==> config.mk <==
export PLATFORM = sky130hd
export DESIGN_NAME = tri_setup_dispatch
export DESIGN_NICKNAME = d
export VERILOG_FILES = /design/src/rtl/tri_setup_dispatch_pkg.sv /design/src/rtl/tri_setup_dispatch.sv
export SDC_FILE = /design/constraint.sdc
export NUM_CORES = 1
export LEC_CHECK = 0
export CORE_AREA = 2 2 269 271
export CTS_CLUSTER_DIAMETER = 100
export DETAILED_ROUTE_END_ITERATION = 8
export DIE_AREA = 0 0 271 273
export PLACE_DENSITY = 0.49
export SKIP_LAST_GASP = 1
export SLEW_MARGIN = 20
export SYNTH_ARGS = -nofsm -noshare
export SYNTH_HDL_FRONTEND = slang
export SYNTH_SLANG_ARGS = --single-unit
==> constraint.sdc <==
create_clock -name clk -period 3.22 [get_ports clk]
set_input_delay 0.644 -clock clk [delete_from_list [all_inputs] [get_ports clk]]
set_output_delay 0.644 -clock clk [all_outputs]
set_load 0.05 [all_outputs]
==> src/rtl/tri_setup_dispatch_pkg.sv <==
// Shared types for the triangle setup front end: vertex/setup records,
// cull modes and the dispatcher state encoding.
package celery_pkg;

  localparam int CNT_W_DEF = 32;

  // Coordinates are FP16.16.
  typedef struct packed {
    logic signed [31:0] x;
    logic signed [31:0] y;
  } vertex_t;

  typedef struct packed {
    logic               valid;
    logic               ccw;
    logic signed [31:0] area;
    logic [15:0]        min_x;
    logic [15:0]        min_y;
    logic [15:0]        max_x;
    logic [15:0]        max_y;
  } triangle_setup_t;

  typedef enum logic [1:0] {
    CULL_NONE = 2'd0,
    CULL_CW   = 2'd1,
    CULL_CCW  = 2'd2
  } cull_mode_t;

  typedef enum logic [1:0] {
    S_IDLE,
    S_LAUNCH,
    S_WAIT,
    S_HOLD
  } state_t;

  // Mode 3 falls through both terms and so behaves like CULL_NONE.
  function automatic logic cull_drop(triangle_setup_t s, logic [1:0] mode, logic skip_degen);
    return (skip_degen && !s.valid) ||
           (mode == CULL_CW && !s.ccw) ||
           (mode == CULL_CCW && s.ccw);
  endfunction

endpackage

==> src/rtl/tri_setup_dispatch.sv <==
// Sequences one triangle at a time through triangle_setup, culls the result
// and hands survivors to the rasterizer through a one-entry output buffer.
module tri_setup_dispatch
  import celery_pkg::*;
#(
  parameter int CNT_W           = CNT_W_DEF,
  parameter bit SKIP_DEGENERATE = 1'b1
) (
  input  logic            clk,
  input  logic            rst_n,
  input  logic            tri_valid,
  output logic            tri_ready,
  input  vertex_t         tri_v0,
  input  vertex_t         tri_v1,
  input  vertex_t         tri_v2,
  output vertex_t         su_v0,
  output vertex_t         su_v1,
  output vertex_t         su_v2,
  output logic            su_start,
  input  logic            su_done,
  input  logic            su_busy,
  input  triangle_setup_t su_setup,
  input  logic [1:0]      cull_mode,
  output logic            out_valid,
  input  logic            out_ready,
  output triangle_setup_t out_setup,
  output logic            busy,
  input  logic            stat_clear,
  output logic [CNT_W-1:0] stat_accepted,
  output logic [CNT_W-1:0] stat_culled,
  output logic [CNT_W-1:0] stat_emitted
);

  state_t state;
  logic   accept, drop, buf_free, emit, cull_hit;

  assign tri_ready = (state == S_IDLE);
  assign accept    = tri_valid && tri_ready;
  assign drop      = cull_drop(su_setup, cull_mode, SKIP_DEGENERATE);
  assign emit      = out_valid && out_ready;
  assign buf_free  = !out_valid || out_ready;
  assign cull_hit  = (state == S_WAIT) && su_done && drop;
  assign busy      = (state != S_IDLE) || out_valid;

  always_ff @(posedge clk or negedge rst_n) begin
    if (!rst_n) begin
      state     <= S_IDLE;
      su_v0     <= '0;
      su_v1     <= '0;
      su_v2     <= '0;
      su_start  <= 1'b0;
      out_valid <= 1'b0;
      out_setup <= '0;
    end else begin
      su_start <= 1'b0;
      // A load in the same cycle overrides this clear.
      if (emit) out_valid <= 1'b0;
      case (state)
        S_IDLE: begin
          if (accept) begin
            su_v0    <= tri_v0;
            su_v1    <= tri_v1;
            su_v2    <= tri_v2;
            su_start <= !su_busy;
            state    <= S_LAUNCH;
          end
        end
        // Start goes out on entry unless the setup unit was still busy;
        // then it is issued as soon as busy drops.
        S_LAUNCH: begin
          if (su_start)      state    <= S_WAIT;
          else if (!su_busy) su_start <= 1'b1;
        end
        S_WAIT: begin
          if (su_done) begin
            if (drop) begin
              state <= S_IDLE;
            end else if (buf_free) begin
              out_setup <= su_setup;
              out_valid <= 1'b1;
              state     <= S_IDLE;
            end else begin
              state <= S_HOLD;
            end
          end
        end
        // Only survivors reach here; su_setup is still held by the setup unit.
        S_HOLD: begin
          if (buf_free) begin
            out_setup <= su_setup;
            out_valid <= 1'b1;
            state     <= S_IDLE;
          end
        end
        default: state <= S_IDLE;
      endcase
    end
  end

  always_ff @(posedge clk or negedge rst_n) begin
    if (!rst_n) begin
      stat_accepted <= '0;
      stat_culled   <= '0;
      stat_emitted  <= '0;
    end else if (stat_clear) begin
      stat_accepted <= '0;
      stat_culled   <= '0;
      stat_emitted  <= '0;
    end else begin
      if (accept)   stat_accepted <= stat_accepted + CNT_W'(1);
      if (cull_hit) stat_culled   <= stat_culled + CNT_W'(1);
      if (emit)     stat_emitted  <= stat_emitted + CNT_W'(1);
    end
  end

endmodule
==> results of run 1 <==
[worst max-delay path: cells and delay by family, from the launching register on]
kind	cells	cell delay (ps)
simple gates	1	490
flops	1	520
buf+inv	1	740
[Yosys cell counts (3+ instances only)]
cell	number
sky130_fd_sc_hd__dfrtp_1	390
sky130_fd_sc_hd__or3_1	23
sky130_fd_sc_hd__o21ai_0	20
sky130_fd_sc_hd__and4_1	3
sky130_fd_sc_hd__nor4_1	10
sky130_fd_sc_hd__buf_2	4
sky130_fd_sc_hd__ha_1	3
sky130_fd_sc_hd__and3_1	13
sky130_fd_sc_hd__mux2_2	102
sky130_fd_sc_hd__nand4_1	28
sky130_fd_sc_hd__nor4_4	4
sky130_fd_sc_hd__nor2_1	87
sky130_fd_sc_hd__inv_1	15
sky130_fd_sc_hd__or4_1	8
sky130_fd_sc_hd__xor2_1	33
sky130_fd_sc_hd__xnor2_1	30
sky130_fd_sc_hd__and2_1	4
sky130_fd_sc_hd__nand3_1	38
sky130_fd_sc_hd__nand2b_1	3
sky130_fd_sc_hd__o31ai_1	7
sky130_fd_sc_hd__a21oi_1	30
sky130_fd_sc_hd__clkbuf_1	63
sky130_fd_sc_hd__nor3_1	10
sky130_fd_sc_hd__nor2b_1	4
sky130_fd_sc_hd__nand2_1	616
[state kept, by name, indices dropped and copies added, names as in the netlist, 2 cells and up]
name / flops
su_v0: 64
stat_emitted: 32
su_v2: 64
state: 2
out_setup: 98
stat_culled: 32
su_v1: 64
stat_accepted: 32
[power breakdown]
part | switching (mW) | internal (mW) | total, mW
combinational | 9.69 | 4.67 | 14.4
clock | 2.25 | 3.60 | 5.85
sequential | 1.06 | 6.74 | 7.79
total | 13.0 | 15.0 | 28.0
[cell type report]
class	instances	area share
flip-flops and latches	390	0.3782
repair buffers	718	0.2801
multi-input cells	1097	0.2266
clock buffers	72	0.05625
well taps	950	0.04607
clock inverters	16	0.01052
inverters	15	0.002182
diodes	1	0.00009698
[logic make-up (layout without fill, tap and decap cells)]
group / Yosys count / count (layout)
xor gates and xnor gates: 63 / 63
and+or+nand+nor: 864 / 864
adders and majority gates: 3 / 3
AOI/OAI and AO/OA: 64 / 64
other: 0 / 1
muxes: 103 / 103
buffers and inverters: 86 / 821
DFF: 390 / 390
[stage by stage]
step / std cells / setup slack, ps
6_report: 3259 / 244.5
5_1_grt: 3259 / 140.8
4_1_cts: 3258 / 188.6
3_3_place_gp: 3170 / 38.78
3_5_place_dp: 3170 / 5.921
2_1_floorplan: 1573 / 938.5
[how the worst max path moves through the flow]
stage	startpoint	end	slack, ps	depth (start not counted)
final	state[0]	busy	240	2
after global routing	state[0]	busy	140	2
after CTS	state[0]	busy	190	2
after detailed placement	su_setup[96]	out_setup[83]	6	6
after global placement	su_setup[96]	out_setup[56]	40	6
after floorplan	stat_culled[13]	stat_culled[27]	940	5
[routing by layer]
layer / routed length [um] / GRT usage / vias up
met5: 43 / 0 / -
met4: 1952 / 0.05496 / 6
met3: 5238 / 0.05606 / 106
met2: 30310 / 0.2698 / 487
met1: 24150 / 0.1892 / 6733
li1: - / - / 6518
==> impl_metrics.toml, run 1 <==
[sta]
slew_headroom = 0.3294
fmax_achieved_mhz = 336.1
report.final.hold_viol_count = 0
final.period_utilization = 0.9241
finalSetupTns_ps = 0
rsz0062_at_grt = "false"
worstMarginPinSlew_ps = 1006
finalClockSkew_ps = 25.28
minimum_period_implied_by_the_final_worst_setup_slack_ps = 2976
setup-violations-final = 0
hold_slack_ps = 68.50
slew_viol_final = 0

[setup_path]
setup.worst_path.end_class = "primary output"
cp_cell_sequence = "or3_1, clkdlybuf4s50_1"
largest_fanout_of_any_net_on_the_critical_path = 12
critPathRequiredTime_ps = 2580
worstRegToRegCells = 4
timing_worst_setup_path_type = "register to primary output"
r2r_slack_ps = 880
cp_slowest_cell = "sky130_fd_sc_hd__clkdlybuf4s50_1"
r2r_end = "out_setup[72]"
crit_path_largest_cell_delay_ps = 740
setup.worst_path.start_class = "register"
data_arrival_critical_path_ps = 2330
timing.rr.start = "state[0]"

[layout]
num-nets-final = 2572
post-route-util = 0.3634
flow.area_growth_from_synthesis_pct = 61.94
total_area_of_multi_input_combinational_cells_um2 = 5846
fillers = 7077
layout_common_cells = "sky130_fd_sc_hd__clkdlybuf4s50_1, sky130_fd_sc_hd__nand2_1, sky130_fd_sc_hd__dfrtp_1, sky130_fd_sc_hd__mux2_2, sky130_fd_sc_hd__nor2_1"
layout.cells.most_common = "sky130_fd_sc_hd__clkdlybuf4s50_1"
share_of_cells_above_drive_strength_1 = 0.09835
final_cell_area_um2 = 25800
sequential_cell_area_um2 = 9759

[synth]
gate_count_post_synth = 1573
synth.top_cells.by_area = "sky130_fd_sc_hd__dfrtp_1, sky130_fd_sc_hd__nand2_1, sky130_fd_sc_hd__mux2_2"
ys_ff_latch = 390
synth_compound_gate_area_share = 0.02277
synth_async_sr_flop_share = 1.000
syn-mean-instance-area_um2 = 10.13
synth_largest_type_area_fraction = 0.6125
synthesis.area_um2 = 15930
share_of_synthesized_area_occupied_by_flip_flops_and_latches = 0.6125
synth.yosys.warnings = 0
synth_top_area_cell = "sky130_fd_sc_hd__dfrtp_1"
synth_fa_ha_area_frac = 0.002356
netlist-cell-type-count = 44
muxShareOfSynthArea = 0.07272
count_of_flip_flops_with_a_built_in_enable_after_synthesis = 0
largest_family_of_logic_cells_by_synthesized_area = "simple AND/OR/NAND/NOR gates"
ys_dominant_reg_cell = "sky130_fd_sc_hd__dfrtp_1"
syn-num-nets = 1875
synth_xor_xnor_area_share = 0.03463
post_synth_and_or_nand_nor_area_fraction = 0.2335

[clock_tree]
cts-buffers-inserted = 48
cts_tree = "yes"
hold_buffers = 0
insertion_delay_ps = 600
clock_tree.htree_level_count = 2
clock_sinks = 390
cts_buffer_depth = 3
clock_tree.root_cell = "sky130_fd_sc_hd__clkbuf_16"
post-cts-setup-buffers = 0
path_clk_slew_ps = 70
cts.repair.resized = 0

[route]
detail_route.wl_per_cell_um = 18.93
drc = 0
postRouteAntennaNets = 0
detail_route.vias_per_cell = 4.250
wl_mm = 61.69
firstDrtPassIters = 5
dr.first_iter.drc_count = 709
num_vias = 13850

[global_routing]
number_of_antenna_violations_at_the_first_check_in_global_routing = 4
overflow = 0
global_route_wire_length_before_repair_mm = 90.96
grt_util_all_layers = 0.1601
first_global_vias = 14060
maximum_number_of_pins_on_one_net_before_global_route_repair = 106

[hold_path]
worstHoldPathType = "input pin to async pin"

[placed_design]
detailed_place.area_um2 = 24080
routabilityCongestion = 0.8599
io_buffer_count = 688
post-dp-hpwl_mm = 45.83

[pwr]
vdd_drop_max_uv = 805.6
leakagePower_nw = 11.29
total_power_mw = 28.01
power.density_cell_area_nw_per_um2 = 1086

[die]
fp-row-count = 98
dieHeight_um = 273
pin_count = 689
initial_core_util = 0.2244
die-width_um = 271
die-area_um2 = 73980
floorplan.core_area_um2 = 71000

[status]
outcome = "finished clean"

[job]
maxCapViolations = 0
Note: power is estimated with default switching activity, not from simulation.
==> inputs of run 2 (changes only) <==
--- a/config.mk
+++ b/config.mk
@@ -6,4 +6,5 @@
 export NUM_CORES = 1
 export LEC_CHECK = 0
+export ABC_CLOCK_PERIOD_IN_PS = 3220
 export CORE_AREA = 2 2 269 271
 export CTS_CLUSTER_DIAMETER = 100
==> constraint.sdc (replaced) <==
create_clock -name clk -period 3.22 [get_ports clk]
set_input_delay 0.644 -clock clk [delete_from_list [all_inputs] [get_ports clk]]
set_output_delay 0.644 -clock clk [all_outputs]
set_load 0.01 [all_outputs]
==> run 2 against run 1 <==
  * Cell count did not move
  * Power down 21%
  * Routed wire length decreased by 0.89%
  * Sequential share of layout area increased by 0.15 points
  * Worst hold slack improved by 8.7 ps
  * Via count is essentially flat
  * Global-route usage is essentially flat
  * Core utilization is 0.14 points lower
  * Clock power is 5.8% lower
  * Die area unchanged
  * Fmax up 9.4%
  * Sequential cell count is the same
  * Highest routed layer unchanged
==> impl_metrics.toml, run 2 (synthesis results as in run 1) <==
[die]
fp-row-count = 98
die-area_um2 = 73980
floorplan.core_area_um2 = 71000
pin_count = 689
dieHeight_um = 273
die-width_um = 271
initial_core_util = 0.2244

[clock_tree]
clock_tree.root_cell = "sky130_fd_sc_hd__clkbuf_16"
cts_buffer_depth = 3
post-cts-setup-buffers = 0
cts_tree = "yes"
cts-buffers-inserted = 48
path_clk_slew_ps = 60
clock_sinks = 390
cts.repair.resized = 0
hold_buffers = 0
clock_tree.htree_level_count = 2
insertion_delay_ps = 580

[sta]
finalWorstSetupSlack_ps = 501.3
finalClockSkew_ps = 25.05
minimum_period_implied_by_the_final_worst_setup_slack_ps = 2719
finalSetupTns_ps = 0
slew_headroom = 0.3216
fmax_achieved_mhz = 367.8
worstMarginPinSlew_ps = 1018
slew_viol_final = 0
rsz0062_at_grt = "false"
setup-violations-final = 0
final.period_utilization = 0.8443
report.final.hold_viol_count = 0

[global_routing]
first_global_vias = 14160
grt_util_all_layers = 0.1603
maximum_number_of_pins_on_one_net_before_global_route_repair = 106
overflow = 0
number_of_antenna_violations_at_the_first_check_in_global_routing = 4
global_route_wire_length_before_repair_mm = 91.00

[setup_path]
r2r_end = "out_setup[46]"
timing_worst_setup_path_type = "register to primary output"
data_arrival_critical_path_ps = 2070
path_delay_family = "buffers and inverters"
crit_path_largest_cell_delay_ps = 510
largest_fanout_of_any_net_on_the_critical_path = 7
setup.worst_path.start_class = "register"
cp_cell_sequence = "buf_4, or3_1, clkdlybuf4s50_1"
setup.worst_path.end_class = "primary output"
timing.rr.start = "state[0]"
critPathRequiredTime_ps = 2580
worstRegToRegCells = 4
r2r_slack_ps = 880
cp_slowest_cell = "sky130_fd_sc_hd__clkdlybuf4s50_1"
timing.critical_path.buf_inv = 2

[pwr]
power.density_cell_area_nw_per_um2 = 859.1
leakagePower_nw = 11.24
combPwrFrac = 0.398
clkPwrFrac = 0.250
vdd_drop_max_uv = 465.8
internal_power_mw = 14.75
pwr-share-seq = 0.352
netSwitchingFraction = 0.3318
netSwitchingPower_mw = 7.327

[route]
dr.first_iter.drc_count = 794
detail_route.vias_per_cell = 4.247
detail_route.wl_per_cell_um = 18.76
drc = 0
wl_mm = 61.14
num_vias = 13840
firstDrtPassIters = 5
postRouteAntennaNets = 0

[placed_design]
io_buffer_count = 688
post-dp-hpwl_mm = 45.31
routabilityCongestion = 0.8578
detailed_place.area_um2 = 24080
detailedPlace.worstSlack_ps = 20.16

[layout]
final_cell_area_um2 = 25700
layout_common_cells = "sky130_fd_sc_hd__clkdlybuf4s50_1, sky130_fd_sc_hd__nand2_1, sky130_fd_sc_hd__dfrtp_1, sky130_fd_sc_hd__mux2_2, sky130_fd_sc_hd__nor2_1"
sequential_cell_area_um2 = 9759
share_of_cells_above_drive_strength_1 = 0.09705
max_reg_flops = 98
num-nets-final = 2572
total_area_of_multi_input_combinational_cells_um2 = 5846
largest_register = "out_setup"
post-route-util = 0.3620
layout.cells.most_common = "sky130_fd_sc_hd__clkdlybuf4s50_1"
flow.area_growth_from_synthesis_pct = 61.32
fillers = 7049

[hold_path]
worstHoldPathType = "input pin to async pin"

[job]
maxCapViolations = 0

[status]
outcome = "finished clean"
-- run 2: cell types whose count changed in the layout (fill, tap and decap cells not counted), moves of 2 or more --
cell | previous run | this run
sky130_fd_sc_hd__bufinv_16 | 6 | 1
sky130_fd_sc_hd__clkbuf_1 | 8 | 11
sky130_fd_sc_hd__clkbuf_16 | 48 | 50
sky130_fd_sc_hd__inv_6 | 2 | 0
-- run 2: worst register-to-register path, delay by kind of cell, from the launching register on --
family / cells / cell delay, ps
buf+inv: 1 / 450
compound gates: 1 / 190
flops: 1 / 590
simple gates: 1 / 630
mux: 1 / 390
-- run 2: layout make-up --
cell class,count,area share
Inverter,15,0.002191
Multi-Input combinational cell,1097,0.2274
Timing Repair Buffer,718,0.2812
Clock buffer,78,0.05939
Antenna cell,1,0.00009736
Clock inverter,10,0.003797
Tap cell,950,0.04624
Sequential cell,390,0.3797
-- run 2: worst max-delay path by stage --
stage | start | endpoint | cells after the start
after detailed placement | su_setup[96] | out_setup[80] | 6
after floorplan | su_setup[96] | out_setup[0] | 6
final | out_valid | busy | 3
after CTS | out_valid | busy | 3
after global placement | su_setup[96] | out_setup[50] | 6
after global routing | out_valid | busy | 3
-- run 2: power by group through the flow --
stage | registers (mW) | clock network [mW] | logic [mW]
floorplan | 8.57 | 0 | 2.60
global placement | 7.77 | 0 | 8.90
detailed placement | 7.81 | 0 | 8.95
CTS | 7.80 | 5.72 | 8.97
global route | 8.03 | 5.94 | 9.51
finish | 7.78 | 5.51 | 8.79
-- run 2: metrics by stage --
stage	power (mW)	hold WS, ps	cells
final	22.08	77.22	3259
after global routing	23.48	98.08	3259
after CTS	22.50	80.83	3258
after detailed placement	16.75	460.9	3170
after global placement	16.67	457.3	3170
after floorplan	11.17	348.4	1573
-- run 2: metal layers --
layer	wire length (um)	vias to the layer above	GRT usage
met3	5304	114	0.05694
met1	23780	6722	0.1890
met2	29830	474	0.2676
met5	37	-	0
met4	2190	6	0.06092
li1	-	6525	-
==> inputs of run 3 (changes only) <==
- ABC_CLOCK_PERIOD_IN_PS: 3220 -> 2700
- CORE_AREA: 2 2 269 271 -> 2 2 270 272
- DIE_AREA: 0 0 271 273 -> 0 0 272 274
- clock period: 3.22 -> 2.7 ns (I/O delays scaled with it)
==> run 3 against run 2 <==
  * Sequential cell count unchanged
  * Die area is 0.74% higher
  * Critical path depth stayed put
  * Critical endpoint is now tri_ready
==> impl_metrics.toml, run 3 (synthesis results as in run 1) <==
[hold_path]
worstHoldPathType = "input pin to register"
min_delay_worst_endpoint = "stat_culled[7]"
hold_path.startpoint = "stat_clear"
hold_path_depth = 2

[layout]
num-nets-final = 2607
post-route-util = 0.3626
max_reg_flops = 98
largest_register = "out_setup"
share_of_cells_above_drive_strength_1 = 0.1092
instances_no_fill = 3306
flow.area_growth_from_synthesis_pct = 63.78
layout.cells.most_common = "sky130_fd_sc_hd__clkdlybuf4s50_1"
layout_common_cells = "sky130_fd_sc_hd__clkdlybuf4s50_1, sky130_fd_sc_hd__nand2_1, sky130_fd_sc_hd__dfrtp_1, sky130_fd_sc_hd__mux2_2, sky130_fd_sc_hd__nor2_1"
fillers = 7161

[sta]
finalClockSkew_ps = 23.31
minimum_period_implied_by_the_final_worst_setup_slack_ps = 2383
fmax_achieved_mhz = 419.7
rsz0062_at_grt = "false"
finalSetupTns_ps = 0
slew_viol_final = 0
report.final.hold_viol_count = 0
setup-violations-final = 0
final.period_utilization = 0.8825
worstMarginPinSlew_ps = 905.3
slew_headroom = 0.3965
finalWorstSetupSlack_ps = 317.2

[pwr]
vdd_drop_max_uv = 656.6
leakagePower_nw = 11.45
power.density_cell_area_nw_per_um2 = 1024

[placed_design]
routabilityCongestion = 0.8426
place.detailed.instances = 3212
io_buffer_count = 688
detailedPlace.worstSlack_ps = -252.2
post-dp-hpwl_mm = 47.42

[setup_path]
r2r_slack_ps = 490
largest_fanout_of_any_net_on_the_critical_path = 9
setup.worst_path.start_class = "register"
r2r_end = "stat_culled[27]"
timing_worst_setup_path_type = "register to primary output"
worstRegToRegCells = 5
cp_cell_sequence = "buf_4, nor2_1, clkdlybuf4s50_1"
data_arrival_critical_path_ps = 1840
crit_path_largest_cell_delay_ps = 550
path_delay_family = "buffers and inverters"
setup.worst_path.end_class = "primary output"
cp_slowest_cell = "sky130_fd_sc_hd__clkdlybuf4s50_1"
critPathRequiredTime_ps = 2160
timing.rr.start = "stat_culled[13]"
timing.critical_path.buf_inv = 2

[clock_tree]
cts_tree = "yes"
insertion_delay_ps = 590
clock_tree.root_cell = "sky130_fd_sc_hd__clkbuf_16"
clock_tree.htree_level_count = 2
post-cts-setup-buffers = 0
cts-buffers-inserted = 49
clock_sinks = 390
cts_buffer_depth = 3
path_clk_slew_ps = 60

[route]
detail_route.wl_per_cell_um = 18.91
dr.first_iter.drc_count = 727
routed.top_layer = "met5"
num_vias = 14090
drc = 0
met3_wl_post_dr_mm = 5.355
drt-met1-wl_mm = 24.42
wl_mm = 62.52
firstDrtPassIters = 5
detail_route.vias_per_cell = 4.263
met2_wirelength_from_detailed_routing_mm = 31.18
postRouteAntennaNets = 0

[global_routing]
maximum_number_of_pins_on_one_net_before_global_route_repair = 115
overflow = 0
number_of_antenna_violations_at_the_first_check_in_global_routing = 8
grt_util_all_layers = 0.1630
first_global_vias = 14730
global_route_wire_length_before_repair_mm = 93.87

[die]
pin_count = 689
dieHeight_um = 274
die-width_um = 272
fp-row-count = 99
die-area_um2 = 74530
floorplan.core_area_um2 = 71970
initial_core_util = 0.2214

[job]
maxCapViolations = 0

[status]
outcome = "finished clean"
[run 3: changes by cell type in the layout (fill, tap and decap cells not counted), moves of 2 or more]
cell | before | now
sky130_fd_sc_hd__clkbuf_1 | 11 | 15
sky130_fd_sc_hd__bufinv_16 | 1 | 3
sky130_fd_sc_hd__buf_4 | 22 | 50
sky130_fd_sc_hd__clkbuf_8 | 17 | 15
sky130_fd_sc_hd__buf_12 | 9 | 14
sky130_fd_sc_hd__clkinv_2 | 5 | 3
[run 3: stage by stage]
step	power (mW)	hold WS (ps)	instance area, um2
2_1_floorplan	13.32	244.4	15930
3_3_place_gp	20.06	456.2	24400
3_5_place_dp	20.16	461.8	24400
4_1_cts	27.19	412.2	26090
5_1_grt	28.38	450.2	26100
6_report	26.71	438.3	26100
[run 3: worst register-to-register path: stages, from the launching register on]
cell and delay, ps:
sky130_fd_sc_hd__dfrtp_1 470, sky130_fd_sc_hd__and4_1 250, sky130_fd_sc_hd__nand3_1 240, sky130_fd_sc_hd__or3_1 480
sky130_fd_sc_hd__or4_1 530, sky130_fd_sc_hd__a21oi_1 160
[run 3: where the power goes]
group | switching [mW] | total (mW) | internal [mW]
sequential | 1.25 | 9.29 | 8.04
combinational | 4.88 | 10.6 | 5.75
clock | 2.67 | 6.79 | 4.12
total | 8.80 | 26.7 | 17.9
[run 3: cell type report]
| cell class | count | area [um2] | area share |
|---|---|---|---|
| inverter | 15 | 56.30 | 0.002158 |
| sequential | 390 | 9759 | 0.3740 |
| clock inverter | 11 | 165.2 | 0.006329 |
| tap | 959 | 1200 | 0.04598 |
| clock buffer | 80 | 1514 | 0.05802 |
| timing repair buffer | 752 | 7550 | 0.2893 |
| multi-input combinational | 1097 | 5846 | 0.2240 |
| antenna | 2 | 5.005 | 0.0001918 |
[run 3: metal layers]
layer / up-vias / track usage
li1: 6594 / -
met1: 6880 / 0.1908
met2: 509 / 0.2827
met3: 100 / 0.05780
met4: 10 / 0.04280
met5: - / 0
[run 3: repair_timing]
| action | 4_1_cts | 5_1_grt |
|---|---|---|
| hold buffers | 1 | 0 |
| setup endpoints to repair | 0 | 1 |
| hold endpoints to repair | 17 | 0 |
| gates resized for setup | 0 | 1 |
[run 3: how the worst max path moves through the flow]
stage	depth (start not counted)	startpoint	to
after CTS	3	state[0]	busy
final	3	state[0]	tri_ready
after floorplan	6	su_setup[96]	out_setup[0]
after detailed placement	7	cull_mode[1]	out_setup[8]
after global routing	3	state[0]	tri_ready
after global placement	7	cull_mode[1]	out_setup[96]
==> patch 1, RTL diff (config.mk and constraints of run 1) <==
Reset style: synchronous (`rst_n`), changed in 2 clocked blocks.
--- a/src/rtl/tri_setup_dispatch.sv
+++ b/src/rtl/tri_setup_dispatch.sv
@@ -43,5 +43,5 @@
   assign busy      = (state != S_IDLE) || out_valid;
 
-  always_ff @(posedge clk or negedge rst_n) begin
+  always_ff @(posedge clk) begin
     if (!rst_n) begin
       state     <= S_IDLE;
@@ -98,5 +98,5 @@
   end
 
-  always_ff @(posedge clk or negedge rst_n) begin
+  always_ff @(posedge clk) begin
     if (!rst_n) begin
       stat_accepted <= '0;
Formal check against the unedited RTL: differs if rst_n is asserted again (counterexample within 4 cycles, from zero or initial values and one cycle with rst_n low); with rst_n held inactive, the same outputs for 4 cycles.
==> patch 1 against run 1 <==
Cell area shrank 4.1%; wire length shrank 7.1%; synthesized area is 4.6% lower; sequential cell count is the same; global-route usage down 1.2 points; setup slack improved by 140 ps; critical path depth unchanged; highest routed layer is now met4.
Power is not compared: it rests on default switching activity, and its combinational part moved more than twofold at a synthesized area within 25%.
==> patch 1: results <==
group,metric,value,unit
sta,fin_worst_skew,12.76,ps
cts,clkLatencyLatePin,570,ps
yosys,synth_cell_types,42,
placed_design,port-buffer-count,688,
yosys,synth.area.top_cells,"dfxtp_1 51%, nand2_1 10%, a21boi_0 9.5%",
placed_design,dpl.hpwl,42.67,mm
cts,clkTransAtPathRegs,60,ps
cts,cts_root_buffer,"clkbuf_16",
grt,grt_pass1_vias,14117,
placed_design,gp_congestion,0.7918,
critical_path,r2r_cells,5,
hold_path,min_path_type,"reg -> reg",
sta,tightestPinTransition,712.5,ps
routing,firstDrtPassIters,4,
critical_path,crit_path_max_fanout,10,
yosys,synth_top_flop_cell,"dfxtp_1",
grt,track_usage,0.1481,
yosys,syn-num-nets,1988,
yosys,ys_top_cells_by_count,"421 x nand2_1, 390 x dfxtp_1, 193 x a21boi_0, 101 x mux2i_1, 99 x nor2b_1",
cts,cts_made_buffers,47,
yosys,async_reset_ff_frac,0,
grt,antenna_found_initial,3,
finish,top_register,"out_setup",
power_and_ir_drop,switching_share,0.2636,
grt,grt_pass1_wl,85.45,mm
critical_path,worst_ep_arrival_time,2190,ps
yosys,ys_seq_area_frac,0.5137,
routing,via_count,13917,
finish,nets,2649,
grt,grt_max_degree,163,
run_status,status,"completed",
routing,drt_iter0_drc,484,
power_and_ir_drop,pg_clk,5.39,mW
routing,wire_per_inst,17.23,um
finish,layout-drive-gt1-share,0.04714,
yosys,synth_top_area_share,0.5137,
==> patch 1: changes by cell type in the layout (fill, tap and decap cells not counted), sizes merged, moves of 12 or more <==
cell / change
nor2b: +95
mux2i: +100
dfxtp: +390
a21boi: +192
mux2: -102
dfrtp: -390
xor2: +12
nand2: -195
==> patch 1: cell type report <==
class	count	area, sq um
repair buffers	722	7256
clock buffers	72	1443
well taps	950	1189
flip-flops and latches	390	7807
fillers	7264	46240
clock inverters	6	108.9
multi-input cells	1174	6900
inverters	12	45.04
diodes	2	5.005
==> patch 1: final timing paths <==
path              slack (ps)       startpoint         endpoint
setup / recovery         380         state[1]        tri_ready
hold / removal           460        su_v1[14]        su_v1[14]
setup reg to reg        1060  stat_culled[11]  stat_culled[30]
hold reg to reg          460        su_v1[14]        su_v1[14]
==> patch 1: cell families after synthesis <==
family | count (synthesis) | share of synthesized area
xor+xnor | 71 | 0.04092
mux | 101 | 0.06652
flops | 390 | 0.5137
buf+inv | 122 | 0.03441
simple gates | 756 | 0.2284
compound gates | 243 | 0.1136
fa+ha+maj | 3 | 0.002470
==> patch 1: routing by layer <==
layer  part of all wire  up-vias  GRT usage  wire length, um
li1                   -     6904          -                -
met1               0.39     6528     0.1662            22470
met2               0.50      414     0.2628            28870
met3              0.080       71    0.05131             4612
met4              0.024        0    0.04565             1392
met5                  0        -          0                0
==> patch 1: through the flow <==
step                      setup WS (ps)  power, mW  area [sq um]  std cells
after floorplan                   958.5      6.126         15200       1686
after CTS                         321.2      12.53         24750       3326
after global routing              288.7      12.81         24750       3328
after detailed placement          284.9      7.024         23200       3248
final                             382.2      12.29         24750       3328
after global placement            290.2      7.011         23200       3248
==> patch 1: critical path, cell delays in order (launching register included) <==
cell and delay [ps]:
dfxtp_1 450, nor2_1 300, clkdlybuf4s50_1 880
==> patch 2, RTL diff (settings of run 1) <==
Without the edit above. The package constant `CNT_W_DEF` goes from 32 to 64.
--- a/src/rtl/tri_setup_dispatch_pkg.sv
+++ b/src/rtl/tri_setup_dispatch_pkg.sv
@@ -3,5 +3,5 @@
 package celery_pkg;
 
-  localparam int CNT_W_DEF = 32;
+  localparam int CNT_W_DEF = 64;
 
   // Coordinates are FP16.16.
Interface: changed (resized stat_accepted, stat_culled and stat_emitted); port bits go from 689 to 785. No check against the original RTL was run, so the function may have changed too.
==> patch 2 against run 1 <==
Worst hold slack better by 370 ps; setup slack better by 47 ps; largest cell class unchanged; clock skew up 0.54 ps; synthesized cell count up 39%; non-clock buffer count up 134; sequential power up 17%; synthesized area up 34%; first-iteration DRC count up 110%; total power up 8.8%; sequential cell count up 96; cell area up 26%; wire length up 53%.
==> patch 2: results <==
group,metric,value,unit
finish,buffers,852,
routing,drt_iter0_drc,1477,
finish,nClkBuffers,89,
critical_path,r2r_cells,5,
finish,multiInputGateArea,8693,sq um
placed_design,placed_cells,3891,
hold_path,min_path_type,"in -> reg",
critical_path,timing.rr.start,"stat_emitted[35]",
finish,diodes,7,
grt,grt_use_met2,0.4203,
run_status,status,"completed",
grt,track_usage,0.2493,
routing,avgViaCountPerCell,4.976,
critical_path,reg2reg_setup_slack,680,ps
power_and_ir_drop,switchingPower,13.86,mW
yosys,ys_seq_area_frac,0.5708,
finish,fill_cells,6691,
finish,inv_count,28,
placed_design,place_area,30640,sq um
power_and_ir_drop,p_leak,13.75,nW
finish,buf_share,0.2607,
finish,layout-drive-gt1-share,0.09639,
finish,clkCellAreaFrac,0.05972,
yosys,ys_top_cells_by_count,"637 x nand2_1, 486 x dfrtp_1, 137 x nor2_1, 99 x mux2_2, 93 x nand4_1",
finish,nets,3305,
power_and_ir_drop,irDropWorstVdd,0.0007218,V
finish,instances_no_fill,4007,
placed_design,gp_congestion,0.9168,
routing,wl_met1,38.13,mm
cts,cts_made_buffers,59,
sta,whs,438.7,ps
yosys,synthCells,2185,
yosys,synth.area.top_cells,"dfrtp_1 57%, nand2_1 11%, mux2_2 5.2%",
sta,tightestPinTransition,816.5,ps
grt,grt_pass1_wl,138.5,mm
routing,route.met3.wl,7.791,mm
critical_path,crit_path_max_fanout,7,
placed_design,pre_cts_slack,-10.65,ps
routing,dr_wl_met2,46.15,mm
power_and_ir_drop,power,30.48,mW
placed_design,dpl.hpwl,72.39,mm
finish,seq-cell-share,0.3728,
grt,grt_max_degree,79,
critical_path,cp-startpoint,"out_valid",
[patch 2: cell count changes in the layout (fill, tap and decap cells not counted), moves of 28 or more]
| cell | before | now |
|---|---|---|
| o21ai_0 | 20 | 64 |
| xor2_1 | 33 | 61 |
| or3_1 | 23 | 64 |
| dfrtp_1 | 390 | 486 |
| nor2_1 | 86 | 136 |
| nand3_1 | 38 | 91 |
| nand4_1 | 28 | 93 |
| clkdlybuf4s50_1 | 686 | 782 |
| a21oi_1 | 30 | 91 |
| buf_4 | 22 | 56 |
[patch 2: what timing repair did]
action / 4_1_cts / 5_1_grt
endpoints found under the setup margin: 0 / 0
hold endpoints to repair: 21 / 0
hold buffers: 1 / 0
[patch 2: cell families (layout without fill, tap and decap cells)]
group	after synthesis	in the layout	share of synthesized area
compound gates	191	191	0.04992
xor+xnor	98	98	0.04029
fa+ha+maj	3	3	0.001762
buf+inv	123	988	0.02238
flops	486	486	0.5708
mux	101	101	0.05327
other cells	0	7	0
simple gates	1183	1183	0.2616
